===== config.mk =====
export PLATFORM = sky130hd
export DESIGN_NAME = counter_ctrl_flat
export DESIGN_NICKNAME = d
export VERILOG_FILES = /design/src/rtl/counter_ctrl_if.sv /design/src/rtl/counter_ctrl.sv /design/src/flat_wrapper.sv
export SDC_FILE = /design/constraint.sdc
export NUM_CORES = 1
export LEC_CHECK = 0
export CORE_MARGIN = 1.5
export CORE_UTILIZATION = 30
export DETAILED_ROUTE_END_ITERATION = 10
export GPL_TIMING_DRIVEN = 1
export PLACE_DENSITY = 0.66
export SYNTH_ARGS = -nofsm -noshare
export SYNTH_HDL_FRONTEND = slang
export SYNTH_SLANG_ARGS = --single-unit
export TNS_END_PERCENT = 20

===== constraint.sdc =====
create_clock -name wb_clk_i -period 2.5 [get_ports wb_clk_i]
set_clock_uncertainty 0.15 [all_clocks]
set_input_delay 0.75 -clock wb_clk_i [delete_from_list [all_inputs] [get_ports wb_clk_i]]
set_output_delay 0.75 -clock wb_clk_i [all_outputs]
set_load 0.005 [all_outputs]

===== src/rtl/counter_ctrl_if.sv =====
// counter_ctrl_if: Wishbone slave bus bundle for counter_ctrl.
//   wbs_cyc_i/stb_i/we_i : cycle, strobe, write enable (master -> slave)
//   wbs_sel_i[3:0]       : byte lane enables
//   wbs_adr_i[31:0]      : byte address (slave decodes [4:2])
//   wbs_dat_i[31:0]      : write data
//   wbs_ack_o            : single-cycle acknowledge (slave -> master)
//   wbs_dat_o[31:0]      : read data, valid with ack, 0 otherwise
interface counter_ctrl_if;
  logic        wbs_cyc_i;
  logic        wbs_stb_i;
  logic        wbs_we_i;
  logic [3:0]  wbs_sel_i;
  logic [31:0] wbs_adr_i;
  logic [31:0] wbs_dat_i;
  logic        wbs_ack_o;
  logic [31:0] wbs_dat_o;

  modport slave (
    input  wbs_cyc_i, wbs_stb_i, wbs_we_i, wbs_sel_i, wbs_adr_i, wbs_dat_i,
    output wbs_ack_o, wbs_dat_o
  );

  modport master (
    output wbs_cyc_i, wbs_stb_i, wbs_we_i, wbs_sel_i, wbs_adr_i, wbs_dat_i,
    input  wbs_ack_o, wbs_dat_o
  );
endinterface


===== src/rtl/counter_ctrl.sv =====
// counter_ctrl: Wishbone-programmed controller for an external up-counter.
// Loads RELOAD into the counter, enables counting until the count equals
// COMPARE, flags a sticky MATCH (optional level irq) and optionally repeats.
// A logic-analyzer port may load the counter directly while the FSM idles.
//   wb_clk_i, wb_rst_n_i : clock, async active-low reset
//   wb                   : Wishbone slave (see counter_ctrl_if)
//   la_load_i/la_value_i : LA load request/value; la_grant_o = accepted now
//   cnt_value_i          : current count from the datapath
//   cnt_en_o/cnt_load_o/cnt_load_val_o : datapath increment/load controls
//   irq_o                : MATCH flag & IRQ_EN
// Register map (wbs_adr_i[4:2]): 0 CTRL, 1 RELOAD, 2 COMPARE, 3 STATUS,
// 4 COUNT (RO); other offsets read 0 and ignore writes.
module counter_ctrl #(
  parameter int BITS = 16
) (
  input  logic            wb_clk_i,
  input  logic            wb_rst_n_i,
  counter_ctrl_if.slave   wb,
  input  logic            la_load_i,
  input  logic [BITS-1:0] la_value_i,
  output logic            la_grant_o,
  input  logic [BITS-1:0] cnt_value_i,
  output logic            cnt_en_o,
  output logic            cnt_load_o,
  output logic [BITS-1:0] cnt_load_val_o,
  output logic            irq_o
);

  typedef enum logic [1:0] {S_IDLE, S_LOAD, S_RUN, S_MATCH} state_t;

  state_t          r_state, w_state_nxt;
  logic            r_ack;
  logic [31:0]     r_dat;
  logic            r_periodic, r_irq_en, r_match, r_la_grant_q;
  logic [BITS-1:0] r_reload, r_compare;

  logic        w_req, w_wr, w_ctrl_wr, w_start, w_stop, w_w1c;
  logic [2:0]  w_off;
  logic [31:0] w_wmask, w_rdata;
  logic [BITS-1:0] w_reload_nxt, w_compare_nxt;
  logic        w_unused_adr;

  // A new request is only taken while ack is low, so acks never come back to back.
  assign w_req     = wb.wbs_cyc_i & wb.wbs_stb_i & ~r_ack;
  assign w_wr      = w_req & wb.wbs_we_i;
  assign w_off     = wb.wbs_adr_i[4:2];
  assign w_ctrl_wr = w_wr & (w_off == 3'd0) & wb.wbs_sel_i[0];
  assign w_start   = w_ctrl_wr & wb.wbs_dat_i[0];
  assign w_stop    = w_ctrl_wr & wb.wbs_dat_i[3];
  assign w_w1c     = w_wr & (w_off == 3'd3) & wb.wbs_sel_i[0] & wb.wbs_dat_i[1];
  assign w_unused_adr = ^{wb.wbs_adr_i[31:5], wb.wbs_adr_i[1:0]};

  // Expand byte enables into a bit mask.
  for (genvar g = 0; g < 4; g++) begin : g_lane
    assign w_wmask[8*g +: 8] = {8{wb.wbs_sel_i[g]}};
  end

  assign w_reload_nxt  = BITS'((32'(r_reload)  & ~w_wmask) | (wb.wbs_dat_i & w_wmask));
  assign w_compare_nxt = BITS'((32'(r_compare) & ~w_wmask) | (wb.wbs_dat_i & w_wmask));

  always_comb begin
    w_rdata = '0;
    case (w_off)
      3'd0: w_rdata = {29'd0, r_irq_en, r_periodic, 1'b0};
      3'd1: w_rdata = 32'(r_reload);
      3'd2: w_rdata = 32'(r_compare);
      3'd3: w_rdata = {29'd0, r_la_grant_q, r_match, (r_state != S_IDLE)};
      3'd4: w_rdata = 32'(cnt_value_i);
      default: w_rdata = '0;
    endcase
  end

  // Next state and datapath controls. The LA port can only load while idle,
  // so it never collides with the FSM's own LOAD.
  always_comb begin
    w_state_nxt    = r_state;
    cnt_en_o       = 1'b0;
    cnt_load_o     = 1'b0;
    cnt_load_val_o = '0;
    la_grant_o     = 1'b0;
    case (r_state)
      S_IDLE: begin
        la_grant_o = la_load_i;
        if (la_load_i) begin
          cnt_load_o     = 1'b1;
          cnt_load_val_o = la_value_i;
        end
        if (w_start) w_state_nxt = S_LOAD;
      end
      S_LOAD: begin
        cnt_load_o     = 1'b1;
        cnt_load_val_o = r_reload;
        w_state_nxt    = S_RUN;
      end
      S_RUN: begin
        // Combinational so the count halts exactly on COMPARE.
        cnt_en_o = (cnt_value_i != r_compare);
        if (cnt_value_i == r_compare) w_state_nxt = S_MATCH;
      end
      S_MATCH: w_state_nxt = r_periodic ? S_LOAD : S_IDLE;
      default: w_state_nxt = S_IDLE;
    endcase
    if (w_stop) w_state_nxt = S_IDLE;
  end

  always_ff @(posedge wb_clk_i or negedge wb_rst_n_i) begin
    if (!wb_rst_n_i) r_state <= S_IDLE;
    else             r_state <= w_state_nxt;
  end

  always_ff @(posedge wb_clk_i or negedge wb_rst_n_i) begin
    if (!wb_rst_n_i) begin
      r_ack        <= 1'b0;
      r_dat        <= '0;
      r_periodic   <= 1'b0;
      r_irq_en     <= 1'b0;
      r_match      <= 1'b0;
      r_la_grant_q <= 1'b0;
      r_reload     <= '0;
      r_compare    <= '0;
    end else begin
      r_ack        <= w_req;
      r_dat        <= w_req ? w_rdata : '0;
      r_la_grant_q <= la_grant_o;
      // Setting wins over a same-cycle W1C so a match is never lost.
      r_match      <= (r_state == S_MATCH) | (r_match & ~w_w1c);
      if (w_ctrl_wr) begin
        r_periodic <= wb.wbs_dat_i[1];
        r_irq_en   <= wb.wbs_dat_i[2];
      end
      if (w_wr && w_off == 3'd1) r_reload  <= w_reload_nxt;
      if (w_wr && w_off == 3'd2) r_compare <= w_compare_nxt;
    end
  end

  assign wb.wbs_ack_o = r_ack;
  assign wb.wbs_dat_o = r_dat;
  assign irq_o        = r_match & r_irq_en;

endmodule


===== src/flat_wrapper.sv =====
// flat-port wrapper written by rule: the top's interface ports become plain ports
module counter_ctrl_flat 
#(
  parameter int BITS = 16
)
  (wb_clk_i, wb_rst_n_i, la_load_i, la_value_i, la_grant_o, cnt_value_i, cnt_en_o, cnt_load_o, cnt_load_val_o, irq_o, wb_wbs_cyc_i, wb_wbs_stb_i, wb_wbs_we_i, wb_wbs_sel_i, wb_wbs_adr_i, wb_wbs_dat_i, wb_wbs_ack_o, wb_wbs_dat_o);
  counter_ctrl_if wb_i ();
  input  logic wb_clk_i;
  input  logic wb_rst_n_i;
  input  logic la_load_i;
  input  logic [BITS-1:0] la_value_i;
  output logic la_grant_o;
  input  logic [BITS-1:0] cnt_value_i;
  output logic cnt_en_o;
  output logic cnt_load_o;
  output logic [BITS-1:0] cnt_load_val_o;
  output logic irq_o;
  input wire logic [$bits(wb_i.wbs_cyc_i)-1:0] wb_wbs_cyc_i;
  input wire logic [$bits(wb_i.wbs_stb_i)-1:0] wb_wbs_stb_i;
  input wire logic [$bits(wb_i.wbs_we_i)-1:0] wb_wbs_we_i;
  input wire logic [$bits(wb_i.wbs_sel_i)-1:0] wb_wbs_sel_i;
  input wire logic [$bits(wb_i.wbs_adr_i)-1:0] wb_wbs_adr_i;
  input wire logic [$bits(wb_i.wbs_dat_i)-1:0] wb_wbs_dat_i;
  output wire logic [$bits(wb_i.wbs_ack_o)-1:0] wb_wbs_ack_o;
  output wire logic [$bits(wb_i.wbs_dat_o)-1:0] wb_wbs_dat_o;
  assign wb_i.wbs_cyc_i = wb_wbs_cyc_i;
  assign wb_i.wbs_stb_i = wb_wbs_stb_i;
  assign wb_i.wbs_we_i = wb_wbs_we_i;
  assign wb_i.wbs_sel_i = wb_wbs_sel_i;
  assign wb_i.wbs_adr_i = wb_wbs_adr_i;
  assign wb_i.wbs_dat_i = wb_wbs_dat_i;
  assign wb_wbs_ack_o = wb_i.wbs_ack_o;
  assign wb_wbs_dat_o = wb_i.wbs_dat_o;
  counter_ctrl #(.BITS(BITS)) u_core (.wb_clk_i(wb_clk_i), .wb_rst_n_i(wb_rst_n_i), .wb(wb_i), .la_load_i(la_load_i), .la_value_i(la_value_i), .la_grant_o(la_grant_o), .cnt_value_i(cnt_value_i), .cnt_en_o(cnt_en_o), .cnt_load_o(cnt_load_o), .cnt_load_val_o(cnt_load_val_o), .irq_o(irq_o));
endmodule

# Word level (Yosys, flattened, before mapping)
# Index checks and enable logic that the tools add are counted.
[classes]
muxes = 13
reduce_logical = 6
n_eq_ne = 11
bitwise = 21
[op_table]
columns = ["op", "n"]
rows = [
  ["$pmux 16 s5", 1],
  ["$and 16x16->16", 3],
  ["$mux 16", 2],
  ["$or 16x16->16", 2],
  ["$pmux 16 s2", 1],
  ["$eq 16x16->1", 1],
  ["$ne 16x16->1", 1],
  ["$not 16->16", 1],
  ["$and 1x1->1", 12],
  ["$pmux 2 s4", 1],
  ["$eq 3x2->1 const B", 2],
  ["$mux 2", 3],
  ["$ne 3x1->1 const B", 2],
  ["$eq 2x2->1 const B", 2],
  ["$mux 1", 4],
  ["$eq 3x1->1 const B", 1],
  ["$eq 3x3->1 const B", 1],
  ["$logic_not 3->1", 1],
  ["$eq 2x1->1 const B", 1],
  ["$logic_and 1x1->1", 2],
  ["$logic_not 2->1", 1],
  ["$not 1->1", 2],
  ["$pmux 1 s2", 1],
  ["$reduce_and 2->1", 1],
  ["other kinds (2)", 2],
]
[totals]
out_inout_bits = 53
register_bits = 71

# Logic depth before layout (Yosys ltp)
# Gate-level depths: netlist of the first run.
[depth]
ltp_word = 9
mapped_depth = 8
ltp_nobuf = 7

# Worst setup path before layout of the first run
# OpenSTA, ideal clock, no wires.
[synth_path]
path_kind = "flip-flop to output port"
from = "register u_core.r_state[0]"
to = "output port cnt_load_val_o[14]"
setup_slack_ns = -0.075
arrival_ns = 1.675
stages_incl_launch_ff = 7
path_cell_list = "dfrtp_1 inv_1 ha_1 and2_1 clkbuf_1 clkbuf_1 a22o_1"
[synth_between]
elab_chain_cells = 2
word_cells_on_any_way = 3
[synth_lines]
columns = ["item", "line_no", "rtl"]
rows = [
  ["from (decl)", "counter_ctrl.sv:31", "state_t r_state, w_state_nxt;"],
  ["from (signal assigned)", "counter_ctrl.sv:108", "else r_state <= w_state_nxt;"],
  ["$eq 2x1->1 / $logic_not 2->1 (equally long branches)", "counter_ctrl.sv:81", "case (r_state)"],
  ["$pmux 16 s2 *", "counter_ctrl.sv:81", ""],
  ["to (decl)", "flat_wrapper.sv:16", "output logic [BITS-1:0] cnt_load_val_o;"],
]
# Mark *: on every way between the ends. The rest lies on a longest branch, timed or not.

# Worst setup path after layout of the first run
[layout_path]
from = "input port cnt_value_i[15]"
to = "output port cnt_en_o"
[layout_between]
elab_chain_cells = 2
[layout_lines]
columns = ["item", "line_no", "rtl"]
rows = [
  ["from (decl)", "flat_wrapper.sv:13", "input logic [BITS-1:0] cnt_value_i;"],
  ["$ne 16x16->1", "counter_ctrl.sv:97", "cnt_en_o = (cnt_value_i != r_compare);"],
  ["$mux 1", "counter_ctrl.sv:81", ""],
  ["to (decl)", "flat_wrapper.sv:14", "output logic cnt_en_o;"],
]
# Every way passes these cells.

==> results of run 1 <==
==> final timing paths <==
check                                          end            start  cells after the start  slack (ns)
max in group asynchronous        u_core.r_periodic       wb_rst_n_i                      2        1.68
setup / recovery                          cnt_en_o  cnt_value_i[15]                      5       -0.17
hold / removal             u_core.wb.wbs_dat_o[13]       wb_rst_n_i                      2        0.28
setup reg to reg                 u_core.r_state[0]         register                      6        0.43
min in group wb_clk_i                     register         register                      1        0.41
hold reg to reg                           register         register                      1        0.41
==> cells by family after synthesis <==
kind of cell,Yosys count,synth area share (%)
AOI/OAI and AO/OA,59,15.1
xor gates and xnor gates,16,4.74
adders and majority gates,4,1.69
buffers and inverters,34,6.64
DFF,55,46.5
muxes,37,14.0
other,1,0.127
and+or+nand+nor,59,11.2
==> metal layers <==
metal  share of wire, %  track usage, %  vias up
met4               0.93            3.79        2
li1                   -               -     1197
met2                 51            30.3       69
met3                4.7            3.01        8
met5               0.14               0        -
met1                 43            22.1     1242
==> cell usage after synthesis, drive strengths merged, types with 2 or more instances <==
master | number | area [sq um]
mux2 | 36 | 405
xnor2 | 16 | 140
and2 | 3 | 18.8
dfrtp | 55 | 1380
clkbuf | 8 | 30.0
nor2 | 35 | 136
nand4 | 4 | 25.0
a22o | 16 | 140
inv | 3 | 11.3
nand3 | 3 | 40.0
nor2b | 2 | 12.5
nand2 | 4 | 15.0
nor3b | 2 | 37.5
o22a | 2 | 17.5
ha | 4 | 50.1
a21oi | 15 | 75.1
a22oi | 18 | 135
o21ai | 2 | 10.0
o31ai | 2 | 15.0
nor3 | 2 | 15.0
buf | 23 | 155
==> per-stage QoR <==
| stage | setup TNS, ns | setup slack [ns] |
|---|---|---|
| floorplan | 0 | 0.0386 |
| global placement | -15.19 | -0.953 |
| detailed placement | -15.41 | -0.939 |
| CTS | -0.287 | -0.157 |
| global route | -0.599 | -0.169 |
| finish | -0.175 | -0.171 |
==> cell type report <==
cell class / count / area (sq um)
multi-input combinational: 191 / 1590
clock buffer: 8 / 100
tap: 133 / 166
sequential: 55 / 1380
fill: 900 / 5100
timing repair buffer: 148 / 1350
inverter: 3 / 11.3
==> power by group <==
group	internal [uW]	leakage, uW	switching, uW
logic	719	0.00130	526
clock network	254	0.0000515	284
registers	983	0.000738	81.8
total	1960	0.00209	891
==> timing repair <==
item                       CTS  global route
hold buffers                 0             0
pin swaps                   36             7
cloned                       1             0
resized for setup          170            11
setup buffers                4             1
setup endpoints to repair   20            19
==> run summary, run 1 <==
final core occ: 47.4%
RD Place Congestion: 0.790
status: finished, violations left
Lkg Pwr: 0.00209 uW
remaining antenna violation count after routing: 0
H-Tree Depth: 2
area grow syn2layout: 55.1%
Post-synth EDFFs: 0
warnings from Yosys: 0
TritonCTS buffer count: 5
Worst Tran Pin Value: 0.513 ns
Fin. Hold Viols: 0
Die W: 102 um
port buffer count: 95
Post-Synthesis Cells: 265
synthesized flop and latch total: 55
clock transition at the registers of the reported paths: 0.09 ns
async set-reset flop share out of synthesis: 100%
Hold Slack: 0.275 ns
delay-heaviest family, CP: compound AO/OA/AOI/OAI gates
Critical Path, Cell by Cell: buf_8 -> xnor2_4 -> nand4_1 -> o41a_1 -> buf_2
Routed WL: 8.71 mm
Hold Path Class: input port to async pin
Setup Crit Path Kind: input port to output port
mean post-synth cell area: 11.2 sq um
Initial DRC Count: 134
post-DR vias/cell: 4.68
total number of vias: 2518
Die H: 102 um
DP Cell Count: 525
Worst EP required: 1.60 ns
Placed Area: 4380 sq um
clock sinks: 55
total core area: 9680 sq um
clock latency on the worst-skew pair: 0.30 ns
Top Ports: 159
commonest non-fill, non-tap cell in the layout: clkdlybuf4s50_1
maximum vdd drop: 243 uV
predominant post-synthesis flop cell: dfrtp_1
Critical Path End Type: output port
Slew Limit Fails: 0
CP Buf/Inv Count: 2
Power, Total: 2850 uW
failing checks: negative setup slack
non-filler instance count after layout: 538
post-synth cell types: 36
startpoint types: input port
drt drc: 0
Worst Setup Slack, final: -0.171 ns
WP data arrival: 1.77 ns
slew margin rel.: 65.8%
root buf cell: clkbuf_8
RSZ-0062 raised after global routing: true
# setup viols final: 3
f_max: 0.374 GHz
largest net degree at the start of global routing: 56
Tot GR Track Use: 17.2%
grt ovf: 0
ratio of cells with drive above 1 in the final layout: 39.0%
mapped cell area: 2960 sq um
deepest clock path buffer count: 2
sequential-to-total area share from yosys stat: 46.5%
finished layout cell area: 4590 sq um
CP Max Fanout: 2
final net count: 514
Final Critical Period: 2.67 ns
CTS tree: done
Final period util: 107%
antenna violations before repair: 1
most frequent cells in the layout: 58 x clkdlybuf4s50_1, 55 x dfrtp_1, 43 x buf_4, 36 x mux2_2, 33 x nor2_1
Worst path max stage delay: 0.48 ns
Final HPWL DP: 6.49 mm
critical path's slowest cell: o41a_1
first-pass GRT wire length: 13.5 mm
Initial Utilization: 30.6%
FP Rows: 36
die area: 10500 sq um
1st-pass router iterations: 4
number of global-route vias before repair: 2521
pwr/cell area: 620 nW/um^2
n_diodes: 0
max-cap violations: 0
WL/cell: 16.2 um
Note: power is estimated with default switching activity, not from simulation.
==> run 2, diff against run 1 <==
Settings changed: RECOVER_POWER set to 25.
==> run 2 against run 1 <==
  * The flow still finishes with violations (negative setup slack)
  * Routed wire length is 0.13% higher
  * Utilization is 0.16 points lower
  * Non-clock buffer count stayed put
  * Combinational power hardly changed
  * Via count is 0.83% higher
  * Sequential cell count stayed put
  * Global-route usage stayed put
  * Die area stayed put
  * Critical path type unchanged
==> run summary, run 2 (synthesis results as in run 1) <==
status: finished, violations left
failing checks: negative setup slack
Clk pwr share: 18.9%
Switch Pwr: 893 uW
Die W: 102 um
clock transition at the registers of the reported paths: 0.09 ns
CTS tree: done
1st-pass router iterations: 4
hold path depth: 1
port buffer count: 95
Initial DRC Count: 145
slew margin rel.: 8.53%
Worst Setup Slack, final: -0.172 ns
Critical Path End Type: output port
most frequent cells in the layout: 58 x clkdlybuf4s50_1, 55 x dfrtp_1, 43 x buf_4, 36 x mux2_2, 33 x nor2_1
Worst R2R Setup Slack: 0.43 ns
f_max: 0.374 GHz
Final HPWL DP: 6.49 mm
reg2reg path depth: 6
Multi-input gate area: 1590 sq um
RD Place Congestion: 0.790
WL/cell: 16.2 um
Die H: 102 um
WP data arrival: 1.77 ns
Initial Utilization: 30.6%
Logic pwr share: 43.7%
Critical Path, Cell by Cell: buf_8 -> xnor2_4 -> nand4_1 -> o41a_1 -> buf_2
Worst path max stage delay: 0.48 ns
Worst Tran Pin Value: 1.37 ns
DP Cell Count: 525
n_diodes: 0
pwr/cell area: 622 nW/um^2
total number of vias: 2539
clock sinks: 55
Setup Crit Path Kind: input port to output port
largest net degree at the start of global routing: 56
drt drc: 0
root buf cell: clkbuf_8
critical path's slowest cell: o41a_1
commonest non-fill, non-tap cell in the layout: clkdlybuf4s50_1
Placed Area: 4380 sq um
Final period util: 107%
Hold Path Class: register to register
first-pass GRT wire length: 13.5 mm
Routed WL: 8.72 mm
ratio of cells with drive above 1 in the final layout: 39.0%
grt ovf: 0
Hold Slack: 0.406 ns
post-DR vias/cell: 4.72
remaining antenna violation count after routing: 0
Tot GR Track Use: 17.2%
TritonCTS buffer count: 5
antenna violations before repair: 1
finished layout cell area: 4570 sq um
Lkg Pwr: 0.00209 uW
FP Rows: 36
Hold Crit Endpoint: u_core.r_irq_en
die area: 10500 sq um
# setup viols final: 2
Top Ports: 159
final net count: 514
CP Max Fanout: 2
clock latency on the worst-skew pair: 0.31 ns
startpoint types: input port
Sw Share: 31.4%
Setup TNS: -0.174 ns
FILL cells: 901
Final Critical Period: 2.67 ns
Worst EP required: 1.60 ns
Slew Limit Fails: 0
number of global-route vias before repair: 2521
register area: 1380 sq um
H-Tree Depth: 2
non-filler instance count after layout: 538
Flop pwr share: 37.4%
maximum vdd drop: 244 uV
Fin. Hold Viols: 0
max-cap violations: 0
area grow syn2layout: 54.5%
total core area: 9680 sq um
Hold Path Origin: u_core.r_irq_en
internal power: 1950 uW
R2R Path End: u_core.r_state[0]
RSZ-0062 raised after global routing: true
deepest clock path buffer count: 2
-- run 2: changes by cell type in the layout (fill, tap and decap cells not counted) --
cell,change
buf_12,-1
clkbuf_2,+1
-- run 2: layout make-up --
class	count	area share, %
clock buffer	8	2.19
tap	133	3.64
multi-input combinational	191	34.7
timing repair buffer	148	29.2
inverter	3	0.246
sequential	55	30.1
-- run 2: power groups by stage --
stage	Sequential, uW	Clock, uW	Combinational [uW]
after detailed placement	1070	0	1110
after global routing	1080	587	1350
final	1070	537	1240
after floorplan	1060	0	507
after global placement	1070	0	1080
after CTS	1060	553	1220
-- run 2: stage by stage --
step | total power (uW) | util, % | setup WS (ns)
floorplan | 1570 | - | 0.0386
global placement | 2150 | 45.2 | -0.953
detailed placement | 2180 | 45.2 | -0.939
CTS | 2840 | 46.9 | -0.157
global route | 3010 | 47.2 | -0.169
finish | 2850 | 47.2 | -0.172
-- run 2: timing repair --
item | 4_1_cts | 5_1_grt
pin swaps | 36 | 7
hold buffers | 0 | 0
cloned | 1 | 0
gates resized for setup | 170 | 11
setup buffers | 4 | 1
endpoints found under the setup margin | 20 | 19
-- run 2: how the worst max path moves through the flow --
stage | startpoint | endpoint | slack [ns] | depth (start not counted)
3_3_place_gp | cnt_value_i[10] | cnt_en_o | -0.95 | 5
3_5_place_dp | cnt_value_i[2] | cnt_en_o | -0.94 | 5
5_1_grt | cnt_value_i[15] | cnt_en_o | -0.17 | 5
2_1_floorplan | u_core.r_state[0] | cnt_load_val_o[2] | 0.04 | 6
6_report | cnt_value_i[15] | cnt_en_o | -0.17 | 5
4_1_cts | cnt_value_i[11] | cnt_en_o | -0.16 | 5
-- run 2: per-layer routing --
| layer | vias to the layer above | track usage, % | routed length, um |
|---|---|---|---|
| met3 | 8 | 3.01 | 405 |
| li1 | 1194 | - | - |
| met4 | 2 | 3.79 | 81 |
| met2 | 71 | 30.3 | 4480 |
| met1 | 1264 | 22.1 | 3740 |
| met5 | - | 0 | 12 |
-- run 2: critical path: cells and delay by family --
kind                      cells  cell delay [ns]
AOI/OAI and AO/OA             1             0.48
buffers and inverters         2             0.26
xor gates and xnor gates      1             0.17
and+or+nand+nor               1             0.11
==> run 3, diff against run 2 <==
Settings changed: CELL_PAD_IN_SITES_DETAIL_PLACEMENT set to 2, CELL_PAD_IN_SITES_GLOBAL_PLACEMENT set to 2, CORE_UTILIZATION 30 to 21, PLACE_DENSITY 0.66 to 0.77, SLEW_MARGIN set to 10.
==> run 3 against run 2 <==
  * The run ends with max-capacitance violations, max-slew violations, negative setup slack left
  * Worst setup slack got worse by 0.037 ns
  * Routed wire length rose by 30%
  * Critical path depth did not move
  * Power rose by 12%
  * First-iteration DRC count fell by 59%
  * Design area rose by 4.9%
  * Sequential cell count did not move
  * Sequential share of layout area fell by 1.4 points
  * Fmax fell by 1.4%
  * Utilization fell by 13 points
  * Combinational power rose by 10%
  * Largest cell class unchanged
==> run summary, run 3 (synthesis results as in run 1) <==
Worst EP required: 1.60 ns
CP Buf/Inv Count: 2
drt drc: 0
startpoint types: input port
WP data arrival: 1.81 ns
Hold Path Class: register to register
clock transition at the registers of the reported paths: 0.07 ns
Clk pwr share: 23.0%
Placed Area: 4430 sq um
total number of vias: 2635
delay-heaviest family, CP: compound AO/OA/AOI/OAI gates
FILL cells: 1470
Worst Setup Slack, final: -0.209 ns
RD Place Congestion: 0.826
deepest clock path buffer count: 2
ratio of cells with drive above 1 in the final layout: 41.0%
root buf cell: clkbuf_16
Critical Path End Type: output port
Lkg Pwr: 0.00215 uW
number of global-route vias before repair: 2988
critical path's slowest cell: o41a_1
antenna violations before repair: 0
Die W: 122 um
area grow syn2layout: 62.1%
commonest non-fill, non-tap cell in the layout: clkdlybuf4s50_1
non-filler instance count after layout: 592
finished layout cell area: 4800 sq um
pwr/cell area: 662 nW/um^2
Flop pwr share: 34.0%
Slew Limit Fails: 57
CTS tree: done
Final HPWL DP: 8.32 mm
remaining antenna violation count after routing: 0
slew margin rel.: -11.2%
CP Max Fanout: 2
Setup Crit Path Kind: input port to output port
Sw Share: 32.4%
die area: 14800 sq um
final net count: 521
failing checks: max-capacitance violations, max-slew violations, negative setup slack
TritonCTS buffer count: 5
clock sinks: 55
CTS hold repair buffers: 0
H-Tree Depth: 2
f_max: 0.369 GHz
max-cap violations: 2
Tot GR Track Use: 15.9%
grt ovf: 0
Die H: 122 um
Logic pwr share: 43.1%
post-DR vias/cell: 4.45
WL/cell: 19.1 um
RSZ-0062 raised after global routing: true
Final period util: 108%
Routed WL: 11.3 mm
clock latency on the worst-skew pair: 0.30 ns
first-pass GRT wire length: 17.6 mm
FP Rows: 43
Switch Pwr: 1030 uW
Fin. Hold Viols: 0
internal power: 2150 uW
Top Ports: 159
port buffer count: 95
maximum vdd drop: 262 uV
total core area: 13800 sq um
status: finished, violations left
Final Critical Period: 2.71 ns
Initial DRC Count: 59
Initial Utilization: 21.4%
n_diodes: 0
Worst Tran Pin Value: 1.67 ns
1st-pass router iterations: 4
Worst path max stage delay: 0.49 ns
Critical Path, Cell by Cell: buf_8 -> xnor2_4 -> nand4_1 -> o41a_1 -> buf_2
DP Cell Count: 573
# setup viols final: 11
largest net degree at the start of global routing: 30
most frequent cells in the layout: 58 x clkdlybuf4s50_1, 55 x dfrtp_1, 46 x buf_4, 36 x mux2_2, 33 x nor2_1
[run 3: cell types whose count changed in the layout (fill, tap and decap cells not counted), sizes merged]
cell and change:
clkbuf +4, clkinvlp +1, clkdlybuf4s15 +2, clkinv +2, buf -1, dlygate4sd2 -1
[run 3: worst reg2reg max path: stages, from the launching register on]
cell	delay (ns)
dfrtp_1	0.46
xnor2_4	0.21
nand4_1	0.13
o41a_1	0.49
buf_4	0.16
buf_4	0.15
a2111oi_4	0.30
nor3_2	0.07
[run 3: per-layer routing]
metal,track usage (%),wire length [um],share of wire (%)
met4,4.63,154,1.4
met3,2.01,419,3.7
met5,0,0,0
met2,29.0,5910,52
met1,19.6,4820,43
[run 3: stage by stage]
| stage | setup slack (ns) | hold slack (ns) | TNS [ns] | util (%) | total power [uW] |
|---|---|---|---|---|---|
| floorplan | 0.0386 | 0.304 | 0 | - | 1570 |
| global placement | -0.989 | 0.368 | -18.57 | 32.1 | 2170 |
| detailed placement | -1.00 | 0.386 | -21.24 | 32.1 | 2220 |
| CTS | -0.202 | 0.321 | -1.53 | 34.3 | 3150 |
| global route | -0.254 | 0.424 | -1.95 | 34.7 | 3340 |
| finish | -0.209 | 0.392 | -1.15 | 34.7 | 3180 |
[run 3: final timing paths]
| check | slack [ns] | depth (start not counted) | startpoint | end |
|---|---|---|---|---|
| min in group asynchronous | 0.78 | 2 | wb_rst_n_i | u_core.wb.wbs_dat_o[1] |
| max reg2reg | 0.26 | 7 | register | u_core.r_state[0] |
| max | -0.21 | 5 | cnt_value_i[1] | cnt_en_o |
| min | 0.39 | 1 | register | register |
| max in group asynchronous | 0.40 | 2 | wb_rst_n_i | async pin |
| min reg2reg | 0.39 | 1 | register | register |
[run 3: power groups by stage]
stage	clock network, uW	registers (uW)	logic (uW)
5_1_grt	771	1090	1480
3_5_place_dp	0	1080	1140
4_1_cts	745	1080	1330
6_report	729	1080	1370
3_3_place_gp	0	1070	1100
2_1_floorplan	0	1060	507
[run 3: layout make-up]
class	instances	area [sq um]	area share (%)
clock buffer	5	125	2.61
clock inverter	3	25.0	0.522
inverter	3	11.3	0.235
sequential	55	1380	28.7
tap	180	225	4.69
timing repair buffer	155	1410	29.4
multi-input combinational	191	1620	33.8
[run 3: what timing repair did]
item / in CTS / in global routing
buffers inserted: 8 / 2
endpoints found under the setup margin: 21 / 19
gates resized for setup: 172 / 22
pin swaps: 29 / 10
gates cloned: 1 / 0
